--- config.mk ---
export PLATFORM = sky130hd
export DESIGN_NAME = conv33_ctrl
export DESIGN_NICKNAME = d
export VERILOG_FILES = /design/src/rtl/conv33_ctrl.sv
export SDC_FILE = /design/constraint.sdc
export NUM_CORES = 1
export LEC_CHECK = 0
export BUFFER_PORTS_ARGS = -buffer_cell sky130_fd_sc_hd__buf_2
export CORE_ASPECT_RATIO = 0.6
export CORE_MARGIN = 2
export CORE_UTILIZATION = 48
export DETAILED_ROUTE_END_ITERATION = 8
export PLACE_DENSITY = 0.75
export SYNTH_ARGS = -nofsm -noshare
export SYNTH_HDL_FRONTEND = slang
export SYNTH_SLANG_ARGS = --single-unit
--- constraint.sdc ---
create_clock -name clk -period 1.8 [get_ports clk]
set_clock_uncertainty 0.1 [all_clocks]
set_input_delay 0 -clock clk [delete_from_list [all_inputs] [get_ports clk]]
set_output_delay 0 -clock clk [all_outputs]
set_load 0.03 [all_outputs]
--- src/rtl/conv33_ctrl.sv ---
// Frame-level sequencer for the 3x3 convolution engine: walks every valid output
// position in raster order and runs fetch -> start -> capture -> write for each one.
module conv33_ctrl #(
   parameter int IMG_W      = 28,
   parameter int IMG_H      = 28,
   parameter int CNT_WIDTH  = 8,
   parameter int ADDR_WIDTH = 10
) (
   input  logic                  clk,
   input  logic                  rst,
   input  logic                  go,
   input  logic                  abort,
   output logic                  busy,
   output logic                  frame_done,
   output logic                  win_req,
   output logic [CNT_WIDTH-1:0]  win_row,
   output logic [CNT_WIDTH-1:0]  win_col,
   input  logic                  win_ack,
   output logic                  calc_start,
   input  logic                  calc_valid,
   output logic                  calc_ready,
   output logic                  out_we,
   output logic [ADDR_WIDTH-1:0] out_addr,
   input  logic                  out_ready,
   output logic [2:0]            state_dbg
);

   // Handshakes: win_req/win_ack, calc_ready/calc_valid and out_we/out_ready each
   // complete at a rising edge where both are high; the requester holds its
   // request and payload unchanged until that edge.

   typedef enum logic [2:0] {
      S_IDLE  = 3'd0,
      S_REQ   = 3'd1,
      S_CALC  = 3'd2,
      S_WAIT  = 3'd3,
      S_WRITE = 3'd4
   } state_t;

   localparam logic [CNT_WIDTH-1:0] COL_LAST = CNT_WIDTH'(IMG_W - 3);
   localparam logic [CNT_WIDTH-1:0] ROW_LAST = CNT_WIDTH'(IMG_H - 3);

   state_t                  state_q, state_d;
   logic [CNT_WIDTH-1:0]    row_q, row_d, col_q, col_d;
   logic [ADDR_WIDTH-1:0]   addr_q, addr_d;
   logic                    busy_q, busy_d;
   logic                    frame_done_q, frame_done_d;
   logic                    win_req_q, win_req_d;
   logic                    calc_start_q, calc_start_d;
   logic                    calc_ready_q, calc_ready_d;
   logic                    out_we_q, out_we_d;
   logic                    last_pos;

   always_comb begin
      state_d      = state_q;
      row_d        = row_q;
      col_d        = col_q;
      addr_d       = addr_q;
      frame_done_d = 1'b0;
      last_pos     = (row_q == ROW_LAST) && (col_q == COL_LAST);

      case (state_q)
         S_IDLE: begin
            if (go && !abort) begin
               state_d = S_REQ;
               row_d   = '0;
               col_d   = '0;
               addr_d  = '0;
            end
         end
         S_REQ: begin
            if (win_ack) state_d = S_CALC;
         end
         S_CALC: state_d = S_WAIT;
         S_WAIT: begin
            if (calc_valid) state_d = S_WRITE;
         end
         S_WRITE: begin
            if (out_ready) begin
               if (last_pos) begin
                  state_d      = S_IDLE;
                  row_d        = '0;
                  col_d        = '0;
                  addr_d       = '0;
                  frame_done_d = 1'b1;
               end else begin
                  state_d = S_REQ;
                  addr_d  = addr_q + ADDR_WIDTH'(1);
                  if (col_q == COL_LAST) begin
                     col_d = '0;
                     row_d = row_q + CNT_WIDTH'(1);
                  end else begin
                     col_d = col_q + CNT_WIDTH'(1);
                  end
               end
            end
         end
         default: state_d = S_IDLE;
      endcase

      // Abort overrides every other transition out of a busy state.
      if (abort && (state_q != S_IDLE)) begin
         state_d      = S_IDLE;
         row_d        = '0;
         col_d        = '0;
         addr_d       = '0;
         frame_done_d = 1'b0;
      end

      // Outputs are registered copies of the next-state decode.
      busy_d       = (state_d != S_IDLE);
      win_req_d    = (state_d == S_REQ);
      calc_start_d = (state_d == S_CALC);
      calc_ready_d = (state_d == S_WAIT);
      out_we_d     = (state_d == S_WRITE);
   end

   always_ff @(posedge clk or posedge rst) begin
      if (rst) begin
         state_q      <= S_IDLE;
         row_q        <= '0;
         col_q        <= '0;
         addr_q       <= '0;
         busy_q       <= 1'b0;
         frame_done_q <= 1'b0;
         win_req_q    <= 1'b0;
         calc_start_q <= 1'b0;
         calc_ready_q <= 1'b0;
         out_we_q     <= 1'b0;
      end else begin
         state_q      <= state_d;
         row_q        <= row_d;
         col_q        <= col_d;
         addr_q       <= addr_d;
         busy_q       <= busy_d;
         frame_done_q <= frame_done_d;
         win_req_q    <= win_req_d;
         calc_start_q <= calc_start_d;
         calc_ready_q <= calc_ready_d;
         out_we_q     <= out_we_d;
      end
   end

   assign busy       = busy_q;
   assign frame_done = frame_done_q;
   assign win_req    = win_req_q;
   assign win_row    = row_q;
   assign win_col    = col_q;
   assign calc_start = calc_start_q;
   assign calc_ready = calc_ready_q;
   assign out_we     = out_we_q;
   assign out_addr   = addr_q;
   assign state_dbg  = state_q;

endmodule

Word-level counts from Yosys, hierarchy flattened
Cells that the tools add are included.
W data, S select, Z words.
{ "word_totals": {"reg_bits": 35, "in_bits": 7} }
{ "op_classes": {"n_addsub": 3, "n_eq_ne": 13, "muxes": 27, "reduce_logical": 10} }
{ "ops": {"columns": ["operator", "count"], "rows": [
  ["$mux W8", 9],
  ["$mux W10", 4],
  ["$pmux W8 S2", 2],
  ["$pmux W10 S2", 1],
  ["$add A8 B1 Y8 const B", 2],
  ["$eq A8 B5 Y1 const B", 2],
  ["$mux W3", 5],
  ["$pmux W3 S5", 1],
  ["$eq A3 B2 Y1 const B", 4],
  ["$add A10 B1 Y10 const B", 1],
  ["$reduce_bool A3 Y1", 3],
  ["$eq A3 B1 Y1 const B", 2],
  ["$eq A3 B3 Y1 const B", 2],
  ["$ne A3 B3 Y1 const B", 2],
  ["$mux W1", 5],
  ["$ne A4 B4 Y1 const B", 1],
  ["$reduce_and A4 Y1", 1],
  ["$logic_and A1 B1 Y1", 3],
  ["$logic_not A3 Y1", 1],
  ["$reduce_and A3 Y1", 1],
  ["$logic_not A1 Y1", 1]
]} }

Logic depth before layout (Yosys ltp)
Gate-level depths: netlist of run 1.
{ "depth": {"ltp_word": 7, "depth_mapped": 7} }

Worst setup path before layout of run 1
No wires, ideal clock.
{ "synth_timing": {"kind": "register to register", "from": "register state_q[0], in the netlist state_dbg[0]", "to": "register addr_q[4], in the netlist out_addr[4]", "setup_ns": 0.083, "t_arrival_ns": 1.924, "setup_slack_ns": -0.306, "path_stages_with_launch": 6, "path_cell_list": "dfrtp_1 > buf_4 > or4b_4 > a21o_1 > or4_1 > o21ai_0"} }
{ "synth_between": {"elab_chain_len": 4} }
{ "synth_lines": {"columns": ["item", "line", "text"], "rows": [
  ["start: declaration", "43", "state_t state_q, state_d;"],
  ["start signal: assignment", "131", "state_q <= state_d;"],
  ["$reduce_bool A3 Y1", "102", "if (abort && (state_q != S_IDLE)) begin"],
  ["$logic_and A1 B1 Y1", "102", null],
  ["$ne A3 B3 Y1 (no line) / $reduce_bool A3 Y1 (equally long branches)", null, null],
  ["$reduce_and A3 Y1 (no line)", null, null],
  ["end signal: assignment", "134", "addr_q <= addr_d;"],
  ["end: declaration", "45", "logic [ADDR_WIDTH-1:0] addr_q, addr_d;"]
]} }
Parallel ways exist; a longest one is shown, timed or not.
A chain may end at the register's enable or synchronous reset.

Worst setup path after layout of run 1
{ "layout_timing": {"from": "register col_q[6], in the netlist win_col[6]", "to": "register row_q[6], in the netlist win_row[6]"} }
{ "layout_between": {"elab_chain_len": 6} }
{ "layout_lines": {"columns": ["item", "line", "text"], "rows": [
  ["start: declaration", "44", "logic [CNT_WIDTH-1:0] row_q, row_d, col_q, col_d;"],
  ["start signal: assignment", "133", "col_q <= col_d;"],
  ["$eq A8 B5 Y1 *", "60, 89", null],
  ["$logic_and A1 B1 Y1", "60", "last_pos = (row_q == ROW_LAST) && (col_q == COL_LAST);"],
  ["$mux W8", "80", "if (last_pos) begin"],
  ["$mux W8", "79", "if (out_ready) begin"],
  ["$pmux W8 S2", "62", "case (state_q)"],
  ["$mux W8", "102", null],
  ["end signal: assignment", "132", "row_q <= row_d;"],
  ["end: declaration", "44", null]
]} }
Mark *: on every way between the ends. The rest lies on a longest branch, timed or not. The select of a mux whose other input is x is not followed.

==> results.toml, run 1 <==
[run_status]
outcome = "finished with violations"
violations = "hold timing, setup timing"

[place]
gp_congestion = 0.9229
place_area_sq_mm = 0.002397
hpwl_um = 3642
place.port_buffers = 41
dp_cells = 315

[global_routing]
grtUsageTotal_pct = 23.97
grt_pass1_vias = 1665
antenna_found_initial = 0
grt_max_degree = 36
grt_overflow = 0
grt_pass1_wl_um = 8142

[yosys]
synthAdderAreaFrac_pct = 3.383
synth_warnings = 0
syn_inst = 194
synthArstFlopShare_pct = 100.0
synth.avg_cell_area_sq_um = 9.532
synth-seq-cells = 35
yosysSeqAreaShare_pct = 47.36
syn_area_sq_mm = 0.001849
synth_edf_count = 0
synth_nets = 206
synthFlopType = "dfrtp_1"
ys_types = 42
synth_compound_area_share_pct = 16.85
synthMuxAreaShare_pct = 0.5413
synth-xor-area-share_pct = 2.842
synth_simple_gate_area_share_pct = 26.73
synth_top_family_by_area = "simple AND/OR/NAND/NOR gates"

[die]
die_h_um = 52.08
initial_core_util_pct = 50.26
dieWidth_um = 84.13
io_pins = 42
coreArea_sq_mm = 0.003680
placementRows = 17
die_area_sq_mm = 0.004381

[timing]
hold-worst-slack_ns = -0.07598
setup_viol = 13
maxSlewHeadroom_pct = 68.36
timing.final.ws_setup_ns = -0.09442
worst_pin_slew_ns = 0.4741
finalSetupTns_ns = -0.5615
period_share_pct = 105.2
rsz0062_at_grt = "yes"
period_needed_ns = 1.894
fmax_mhz = 527.9
hold_viol = 2
slew_violations = 0

[setup_path]
crit_required_ns = 1.91
start_kind = "flip-flop"
crit_path_end_kind = "flip-flop"
critPathKind = "reg2reg"
worstPathArrival_ns = 2.00
critPathMaxFanout = 7

[clock_network]
cts_buffers = 5
postCtsHoldBufs = 2
clk_pin_slew_ns = 0.07
clkLatencyLatePin_ns = 0.28
cts-htree-levels = 2
cts_tree = "done"
clockBufferDepth = 2
cts_root_buf = "clkbuf_8"
cts_sinks = 35

[detailed_routing]
wire_per_inst_um = 16.50
vias = 1903
ant_nets = 0
wl_um = 5429
dr.pass1.iters = 5
drt_iter0_markers = 112
drc_errors = 0
vias_per_cell = 5.784

[layout]
final_area_sq_mm = 0.002693
nets = 293
post-route-util_pct = 73.17
syn_to_final_growth_pct = 45.60
layout-drive-gt1-share_pct = 43.97
finalNonFillerCells = 329
diodes = 0

[worst_hold_path]
hp-class = "in2reg"

[pwr]
power.density_mw_per_mm2 = 1010
vdd_drop_max_uv = 860.3
p_leak_nw = 1.271

[flow_run]
cap_violations = 0
-- flip-flops by register name, indices dropped and copies added (netlist names) --
register    cells
busy            1
calc_ready      1
out_we          1
win_row         8
win_col         8
state_dbg       3
frame_done      1
win_req         1
out_addr       10
calc_start      1
-- power by group --
part | internal (W) | switching (W)
registers | 0.000855 | 0.0000388
clock network | 0.000349 | 0.000271
logic | 0.000452 | 0.000754
-- cell usage after synthesis (2+ instances only) --
master | number | area (sq um)
a21o_1 | 2 | 15.01
nand3_1 | 13 | 65.06
or4_1 | 6 | 45.04
o31ai_1 | 7 | 52.55
nand4_1 | 5 | 31.28
nor4_1 | 6 | 37.54
nor2b_1 | 2 | 12.51
o21ai_0 | 18 | 90.09
o2bb2ai_1 | 2 | 17.52
inv_1 | 4 | 15.01
nor2_1 | 17 | 63.81
xnor2_1 | 5 | 43.79
nand2_1 | 18 | 67.56
and2_1 | 4 | 25.02
ha_1 | 5 | 62.56
a21oi_1 | 14 | 70.07
nand2b_1 | 3 | 18.77
and3_1 | 3 | 18.77
nor3_1 | 3 | 15.01
dfrtp_1 | 35 | 875.8
-- per-layer routing --
metal,wire length (um),up-vias,share of wire [%],global-route usage (%)
met2,2407,77,44,35.71
met5,0,-,0,0
met1,2568,913,47,35.15
met3,362,11,6.7,5.556
li1,-,902,-,-
met4,91,0,1.7,6.452
-- cell type report --
| type | count | area (sq um) |
|---|---|---|
| fill | 275 | 987.2 |
| multi-input combinational | 151 | 1085 |
| sequential | 35 | 884.6 |
| clock buffer | 8 | 100.1 |
| tap | 47 | 58.81 |
| timing repair buffer | 84 | 549.3 |
| inverter | 4 | 15.01 |
-- stage by stage --
step | worst slack (ns) | power (W)
after floorplan | -0.1836 | 0.001491
after global placement | -0.08470 | 0.001846
after detailed placement | -0.1081 | 0.001861
after CTS | -0.05741 | 0.002519
after global routing | -0.1509 | 0.002856
final | -0.09442 | 0.002720
-- path summary, 6_finish.rpt --
check | endpoint | slack, ns | depth (start not counted) | startpoint
hold reg to reg | out_addr[0] | 0.43 | 1 | out_addr[0]
hold / removal | out_we | -0.08 | 2 | abort
max in group asynchronous | win_col[4] | 0.99 | 4 | rst
setup / recovery | win_row[6] | -0.09 | 5 | win_col[6]
min in group asynchronous | calc_start | 0.27 | 4 | rst
setup reg to reg | win_row[6] | -0.09 | 5 | win_col[6]
-- worst max-delay path: stages, from the launching register on --
cell	delay, ns
dfrtp_2	0.41
and4bb_2	0.36
a31o_4	0.22
nand3_4	0.12
or4_1	0.47
a21oi_1	0.13
-- layout by cell type, fill, tap and decap left out, types with 3 or more instances in the layout --
master / netlist / final
clkbuf_8: 0 / 7
nor4_4: 0 / 3
inv_1: 4 / 4
nor3_1: 3 / 3
and3_1: 3 / 3
dfrtp_2: 0 / 7
o31ai_2: 0 / 3
nand2_1: 18 / 16
a21oi_2: 0 / 3
buf_4: 1 / 39
nand2b_1: 3 / 3
o21ai_0: 18 / 10
ha_1: 5 / 5
buf_2: 1 / 41
nand3_1: 13 / 13
nor2_2: 0 / 3
a21oi_1: 14 / 9
or4_1: 6 / 6
nand4_1: 5 / 5
xnor2_1: 5 / 5
o21ai_1: 0 / 6
nor2_1: 17 / 13
dfrtp_1: 35 / 28
and2_1: 4 / 4
o31ai_1: 7 / 4
-- what timing repair did --
action / 4_1_cts / 5_1_grt
gates resized for setup: 8 / 25
pin swaps: 5 / 9
setup buffers: 1 / 3
endpoints found under the setup margin: 20 / 29
endpoints found under the hold margin: 38 / 2
gates cloned: 0 / 0
-- logic make-up after synthesis --
| logic type | after synthesis |
|---|---|
| DFF | 35 |
| muxes | 1 |
| xor gates and xnor gates | 6 |
| adders and majority gates | 5 |
| buffers and inverters | 8 |
| and+or+nand+nor | 89 |
| AOI/OAI and AO/OA | 50 |
Power figures use the tool's default switching activity.
==> inputs of run 2 (changes only) <==
--- a/config.mk
+++ b/config.mk
@@ -10,7 +10,7 @@
 export CORE_MARGIN = 2
 export CORE_UTILIZATION = 48
 export DETAILED_ROUTE_END_ITERATION = 8
-export PLACE_DENSITY = 0.75
+export PLACE_DENSITY = 0.74
 export SYNTH_ARGS = -nofsm -noshare
 export SYNTH_HDL_FRONTEND = slang
 export SYNTH_SLANG_ARGS = --single-unit
==> run 2 against run 1 <==
  * The run ends with setup timing left
  * Utilization is 3.0 points higher
  * Power is 0.68% lower
  * Register-to-register slack worse by 0.09 ns
  * Count of clock-buffer cells in the layout decreased by 3
  * Critical path depth grew 2
  * Final cell count increased by 1.8%
  * Fmax shrank 4.4%
  * First-iteration DRC count grew 84%
  * Flip-flop and latch count did not move
  * Sequential share of layout area is 1.3 points lower
  * Critical path type unchanged
  * Critical endpoint unchanged
  * Largest cell class unchanged
==> results.toml, run 2 (synthesized netlist as in run 1, its figures left out) <==
[worst_hold_path]
hold-path-endpoint = "busy"
min_from = "abort"
min_path_cells = 4
hp-class = "in2reg"

[detailed_routing]
drt_iter0_markers = 206
wl_um = 5667
wire_per_inst_um = 16.92
drc_errors = 0
vias_per_cell = 5.836
vias = 1955
ant_nets = 0
dr.pass1.iters = 5

[setup_path]
reg2reg_slack_ns = -0.18
r2r-start = "state_dbg[1]"
worstPathArrival_ns = 2.10
critPathKind = "reg2reg"
crit_path_end_kind = "flip-flop"
start_kind = "flip-flop"
crit_required_ns = 1.92
rr_endpoint = "win_row[6]"
critPathMaxFanout = 5
ff2ff_path_depth = 7

[place]
dp_cells = 317
gp_congestion = 0.8671
hpwl_um = 3603
pre_cts_slack_ns = -0.1814
place_area_sq_mm = 0.002412
place.port_buffers = 41

[layout]
largest_register_ffs = 10
layout_commonest_cell = "buf_2"
layout-drive-gt1-share_pct = 48.61
final_area_sq_mm = 0.002803
syn_to_final_growth_pct = 51.56
fillers = 251
nets = 299
finalNonFillerCells = 335
mostFrequentLayoutCells = "buf_2 (41), buf_4 (37), dfrtp_1 (28)"
diodes = 0

[clock_network]
clkLatencyLatePin_ns = 0.29
cts_sinks = 35
cts-htree-levels = 2
clk_pin_slew_ns = 0.08
cts_buffers = 5
cts_root_buf = "clkbuf_8"
clockBufferDepth = 2
cts_tree = "done"

[timing]
timing.final.ws_setup_ns = -0.1824
fmax_mhz = 504.5
finalSetupTns_ns = -1.637
hold_viol = 0
hold-worst-slack_ns = 0.1831
slew_violations = 0
maxSlewHeadroom_pct = 70.42
rsz0062_at_grt = "yes"
setup_viol = 20
period_needed_ns = 1.982
period_share_pct = 110.1
worst_pin_slew_ns = 0.4437

[pwr]
power.density_mw_per_mm2 = 963.8
p_leak_nw = 1.315
vdd_drop_max_uv = 788.6

[die]
placementRows = 17
io_pins = 42
die_h_um = 52.08
coreArea_sq_mm = 0.003680
initial_core_util_pct = 50.26
die_area_sq_mm = 0.004381
dieWidth_um = 84.13

[global_routing]
antenna_found_initial = 0
grt_max_degree = 36
grt_pass1_wl_um = 8142
grtUsageTotal_pct = 24.73
grt_overflow = 0
grt_pass1_vias = 1651

[run_status]
outcome = "finished with violations"
violations = "setup timing"

[flow_run]
cap_violations = 0
[run 2: changes by cell type in the layout (fill, tap and decap cells not counted), moves of 3 or more]
cell and change:
or4_4 +3, o31ai_1 +3, dlygate4sd3_1 +3, clkinv_2 +3, or4_1 -3, buf_6 +6, o31ai_2 -3
[run 2: cell type report]
class	count	area [sq um]	share of cell area [%]
Multi-Input combinational cell	151	1149	40.98
Sequential cell	35	884.6	31.56
Timing Repair Buffer	90	611.8	21.83
Clock buffer	5	68.82	2.455
Tap cell	47	58.81	2.098
Clock inverter	3	15.01	0.5357
Inverter	4	15.01	0.5357
[run 2: worst max path at each step]
stage | from | to | slack [ns] | cells past startpoint
after global routing | state_dbg[1] | win_row[6] | -0.25 | 7
after CTS | state_dbg[0] | win_row[6] | -0.1 | 7
final | state_dbg[1] | win_row[6] | -0.18 | 7
after floorplan | state_dbg[0] | out_addr[4] | -0.18 | 5
after global placement | state_dbg[0] | win_col[4] | -0.12 | 6
after detailed placement | state_dbg[0] | win_col[7] | -0.18 | 6
[run 2: worst max-delay path, cell delays in order, from the launching register on]
cell	delay (ns)
dfrtp_2	0.45
buf_4	0.15
nor2_4	0.14
a21o_1	0.24
buf_6	0.14
nand3_4	0.08
or4_1	0.47
a21oi_1	0.13
[run 2: layer usage]
| metal | part of all wire [%] | GRT usage (%) |
|---|---|---|
| met5 | 0 | 0 |
| met4 | 1.6 | 7.258 |
| met3 | 7.4 | 7.143 |
| met2 | 45 | 36.38 |
| met1 | 45 | 35.48 |
[run 2: power by group]
part / switching, W / internal (W)
clock: 0.000293 / 0.000265
sequential: 0.0000299 / 0.000855
combinational: 0.000787 / 0.000472
[run 2: per-stage QoR]
step	total power, W	utilization [%]
after CTS	0.002456	70.01
after global placement	0.001837	65.56
after floorplan	0.001491	-
final	0.002701	76.16
after global routing	0.002828	76.16
after detailed placement	0.001859	65.56
[run 2: timing repair]
item | 4_1_cts | 5_1_grt
hold buffers | 5 | 0
setup buffers | 1 | 5
hold endpoints to repair | 39 | 0
endpoints found under the setup margin | 24 | 30
pin swaps | 2 | 13
resized for setup | 10 | 43
